### config.mk
export PLATFORM = sky130hd
export DESIGN_NAME = piso_tx_nbit
export DESIGN_NICKNAME = d
export VERILOG_FILES = /design/src/rtl/piso_tx_nbit.sv
export SDC_FILE = /design/constraint.sdc
export NUM_CORES = 1
export LEC_CHECK = 0
export CAP_MARGIN = 5
export CORE_UTILIZATION = 35
export CTS_BUF_LIST = sky130_fd_sc_hd__clkbuf_16
export CTS_CLUSTER_SIZE = 40
export DETAILED_ROUTE_END_ITERATION = 10
export PLACE_DENSITY = 0.58
export SYNTH_ARGS = -nofsm -noshare
export SYNTH_HDL_FRONTEND = slang
export SYNTH_SLANG_ARGS = --single-unit
### constraint.sdc
create_clock -name clock -period 1.7 [get_ports clock]
set_input_delay 0.34 -clock clock [delete_from_list [all_inputs] [get_ports clock]]
set_output_delay 0.34 -clock clock [all_outputs]
set_load 0.005 [all_outputs]
### src/rtl/piso_tx_nbit.sv
// piso_tx_nbit: N-bit parallel-in, serial-out transmitter with start/ready handshake.
// Define PIPO_PARITY_EN to append one even-parity bit after the data bits.
module piso_tx_nbit #(
    parameter int N         = 8,
    parameter bit MSB_FIRST = 1'b1
) (
    input  logic         clock,
    input  logic         R_n,
    input  logic [N-1:0] D,
    input  logic         start,
    input  logic         E,
    output logic         ready,
    output logic         Q,
    output logic         valid,
    output logic         done
);

    localparam int CW = $clog2(N + 1);
    localparam logic [CW-1:0] LAST = CW'(N - 1);

`ifdef PIPO_PARITY_EN
    typedef enum logic [1:0] {S_IDLE, S_SHIFT, S_PARITY} state_t;
`else
    typedef enum logic [1:0] {S_IDLE, S_SHIFT} state_t;
`endif

    state_t         r_state, w_state_nx;
    logic [N-1:0]   r_shift, w_shift_nx;
    logic [CW-1:0]  r_cnt,   w_cnt_nx;
    logic           r_q,     w_q_nx;
    logic           r_valid, w_valid_nx;
    logic           r_ready, w_ready_nx;
    logic           r_done,  w_done_nx;
`ifdef PIPO_PARITY_EN
    logic           r_par,   w_par_nx;
`endif

    logic [N-1:0]   w_shifted;
    logic           w_head_d;
    logic           w_head_sh;

    // Shift toward the output end so the next bit is always at the head.
    assign w_shifted = MSB_FIRST ? {r_shift[N-2:0], 1'b0}
                                 : {1'b0, r_shift[N-1:1]};
    assign w_head_d  = MSB_FIRST ? D[N-1] : D[0];
    assign w_head_sh = MSB_FIRST ? w_shifted[N-1] : w_shifted[0];

    always_comb begin
        w_state_nx = r_state;
        w_shift_nx = r_shift;
        w_cnt_nx   = r_cnt;
        w_q_nx     = r_q;
        w_valid_nx = r_valid;
        w_ready_nx = r_ready;
        w_done_nx  = 1'b0;
`ifdef PIPO_PARITY_EN
        w_par_nx   = r_par;
`endif
        case (r_state)
            S_IDLE: begin
                if (start) begin
                    w_state_nx = S_SHIFT;
                    w_shift_nx = D;
                    w_cnt_nx   = '0;
                    w_q_nx     = w_head_d;
                    w_valid_nx = 1'b1;
                    w_ready_nx = 1'b0;
`ifdef PIPO_PARITY_EN
                    w_par_nx   = ^D;
`endif
                end
            end
            S_SHIFT: begin
                if (E) begin
                    w_shift_nx = w_shifted;
                    w_cnt_nx   = r_cnt + CW'(1);
                    w_q_nx     = w_head_sh;
                    if (r_cnt == LAST) begin
`ifdef PIPO_PARITY_EN
                        w_state_nx = S_PARITY;
                        w_q_nx     = r_par;
`else
                        w_state_nx = S_IDLE;
                        w_q_nx     = 1'b0;
                        w_valid_nx = 1'b0;
                        w_ready_nx = 1'b1;
                        w_done_nx  = 1'b1;
`endif
                    end
                end
            end
`ifdef PIPO_PARITY_EN
            S_PARITY: begin
                if (E) begin
                    w_state_nx = S_IDLE;
                    w_q_nx     = 1'b0;
                    w_valid_nx = 1'b0;
                    w_ready_nx = 1'b1;
                    w_done_nx  = 1'b1;
                end
            end
`endif
            default: begin
                w_state_nx = S_IDLE;
                w_q_nx     = 1'b0;
                w_valid_nx = 1'b0;
                w_ready_nx = 1'b1;
            end
        endcase
    end

    always_ff @(posedge clock or negedge R_n) begin
        if (!R_n) begin
            r_state <= S_IDLE;
            r_shift <= '0;
            r_cnt   <= '0;
            r_q     <= 1'b0;
            r_valid <= 1'b0;
            r_ready <= 1'b1;
            r_done  <= 1'b0;
`ifdef PIPO_PARITY_EN
            r_par   <= 1'b0;
`endif
        end else begin
            r_state <= w_state_nx;
            r_shift <= w_shift_nx;
            r_cnt   <= w_cnt_nx;
            r_q     <= w_q_nx;
            r_valid <= w_valid_nx;
            r_ready <= w_ready_nx;
            r_done  <= w_done_nx;
`ifdef PIPO_PARITY_EN
            r_par   <= w_par_nx;
`endif
        end
    end

    assign ready = r_ready;
    assign Q     = r_q;
    assign valid = r_valid;
    assign done  = r_done;

endmodule

==> impl_metrics.ini <==
[run_status]
outcome = finished clean

[floorplan]
die_width_um = 49.4
ioPinCount = 16
start_util = 0.385
row_count = 16
core-area_um2 = 2040
height_of_the_die_um = 49.4
die_area_um2 = 2440

[power_and_ir_drop]
max-vdd-ir-drop_mv = 1.15
pwr_density_cell_nw_per_um2 = 1490
p_leak_nw = 0.481

[worst_setup_path]
cp.arrival_ns = 1.25
critical-path-top-delay-family = flip-flops
crit_path_max_fanout = 2
timing.critical_path.buf_inv = 1
cp_cell_sequence = clkdlybuf4s50_1
cell_with_the_largest_stage_delay_on_the_worst_path = dfstp_2
endpoint_kind = output pin
count_of_cells_along_the_worst_register_to_register_path = 3
critPathLaunchType = flip-flop
cp_data_required_time_ns = 1.36
critical_path_depth = 1
critPathKind = flip-flop to output pin
max_stage_delay_ns = 0.52

[clock_tree]
number_of_sinks_on_the_clock_net = 15
cts.hold.buffers_added = 0
tritoncts_clock_tree = done
clk_latency_ns = 0.24
cts.root.buffer_cell = clkbuf_16
ctsResizeCount = 0
cts_clk_pin_slew_worst_paths_ns = 0.05
post_cts_buffers = 0
htreeDepth = 1
cts_made_buffers = 3
cts_max_path_buffers = 2

[logic_synthesis]
syn-cell-area_um2 = 786
synthesis.area_per_instance_um2 = 10.9
synthFlopType = dfrtp_1
yosysSeqAreaShare = 0.479
synth-seq-cells = 15
synth_enable_flop_cells = 0
netlist_instances = 72
mappedNetlistNets = 85
yosys_warnings = 0
ys_async_sr_fraction = 1.00
number_of_distinct_library_cell_variants_in_the_gate_level_netlist_after_synthesis = 30

[sta]
peak_clock_frequency_supported_by_timing_mhz = 627
timing.final.setup_violations = 0
worst_slew_margin_rel = 0.789
layout_setup_ws_ns = 0.105
rsz_0062_raised_after_global_routing = false
worst_slew_pin_slew_ns = 0.315
timing.setup.tns_ns = 0
setup_skew_ns = 0.00118
finalMaxSlewViolations = 0
final_critical_path_time_including_i_o_delays_and_setup_ns = 1.59
fin_crit_sh = 0.938
report.final.hold_viol_count = 0

[final_layout]
post_route_cells_drive_above_1_share = 0.151
ff_latch_area_um2 = 377
layout.cells.non_filler = 120
fillCellCount = 198
final_nets = 107
area_of_combinational_cells_with_multiple_inputs_um2 = 374
area.growth.synth_to_final_pct = 35.4
n_antenna_cell = 0

[worst_hold_path]
timing.hold.worst.class = input pin to async pin

[route]
wl_mm = 1.51
routed_wire_length_per_instance_um = 12.6
drc = 0
route.vias.total = 590
drt_pass1_iterations = 3
drtIter0Drc = 1
final_antenna_net_count = 0
per_cell_via_count_in_the_routed_design = 4.92

[placed_design]
dp.cells = 116
total_of_buffers_placed_on_input_and_output_ports = 15
detailedPlace.worstSlack_ns = 0.0601
gp_routability_congestion = 0.671
hpwl_mm = 1.04

[global_route]
first_global_vias = 583
initial_antenna_violation_count = 0
grt_start_max_net_pins = 25
grt_use_total = 0.140
grt_first_pass_wirelength_mm = 2.56
overflow = 0

[flow_run]
max_cap_violation_count = 0
path summary, 6_finish.rpt:
kind | endpoint | slack (ns) | from
hold / removal | r_cnt[1]$_DFFE_PN0P_ | 0.41 | R_n
min in group clock | ready$_DFFE_PN1P_ | 0.51 | ready$_DFFE_PN1P_
setup / recovery | ready | 0.11 | ready$_DFFE_PN1P_
max in group asynchronous | ready$_DFFE_PN1P_ | 1.04 | R_n
setup reg to reg | r_cnt[1]$_DFFE_PN0P_ | 0.45 | r_cnt[0]$_DFFE_PN0P_
hold reg to reg | ready$_DFFE_PN1P_ | 0.51 | ready$_DFFE_PN1P_
metal layers:
metal,vias to the layer above,share of wire,track usage
met2,11,0.47,0.244
met5,-,0,0
li1,302,-,-
met4,0,0.0086,0.0429
met3,2,0.045,0.0498
met1,275,0.48,0.157
worst register-to-register path, cell delays in order, from the launching register on:
cell     delay (ns)
dfrtp_1        0.42
ha_1           0.29
mux2_2         0.26
a22o_1         0.17
area by class of cell:
| cell class | count | area share |
|---|---|---|
| clock buffer | 3 | 0.0706 |
| sequential | 15 | 0.354 |
| multi-input combinational | 52 | 0.352 |
| tap | 27 | 0.0318 |
| inverter | 1 | 0.00353 |
| timing repair buffer | 21 | 0.184 |
| clock inverter | 1 | 0.00471 |
stage by stage:
step	total power, mW	hold slack (ns)	instance area [um^2]	utilization
after floorplan	0.965	0.0444	786	-
after CTS	1.61	0.420	1060	0.521
after global placement	1.14	0.499	983	0.482
after detailed placement	1.14	0.502	983	0.482
after global routing	1.70	0.443	1060	0.521
final	1.59	0.414	1060	0.521
cell usage in the layout (no fill, tap or decap), types with 3 or more instances in the layout:
cell             count
clkdlybuf4s50_1     15
dfrtp_1             14
and2b_1              6
a211oi_1             6
a21oi_1              6
mux2i_1              6
buf_4                6
nand2_1              3
clkbuf_16            3
synth_stat cells, types with 2 or more instances:
cell,n,area (um^2)
dfrtp_1,14,350
a211oi_1,6,45.0
a21oi_1,6,30.0
and2b_1,6,45.0
mux2i_1,6,60.1
nand2_1,3,11.3
a21o_1,2,15.0
a22o_1,2,17.5
buf_4,2,15.0
nand2b_1,2,12.5
nor2_2,2,12.5
nor2b_1,2,12.5
xnor2_1,2,17.5
sequential cells by signal, indices dropped and copies added (netlist names):
name,flops
r_shift,7
valid,1
Q,1
r_cnt,4
done,1
ready,1
cells by family after synthesis:
| family | share of synthesized area |
|---|---|
| compound gates | 0.178 |
| simple gates | 0.158 |
| flops | 0.479 |
| mux | 0.0908 |
| buf+inv | 0.0446 |
| xor+xnor | 0.0334 |
| fa+ha+maj | 0.0159 |
report_power, final:
group	total [mW]	internal [mW]	leakage (nW)	switching, mW
logic	0.512	0.305	0.255	0.207
registers	0.622	0.512	0.185	0.110
clock network	0.456	0.314	0.0409	0.142
Note: power is estimated with default switching activity, not from simulation.
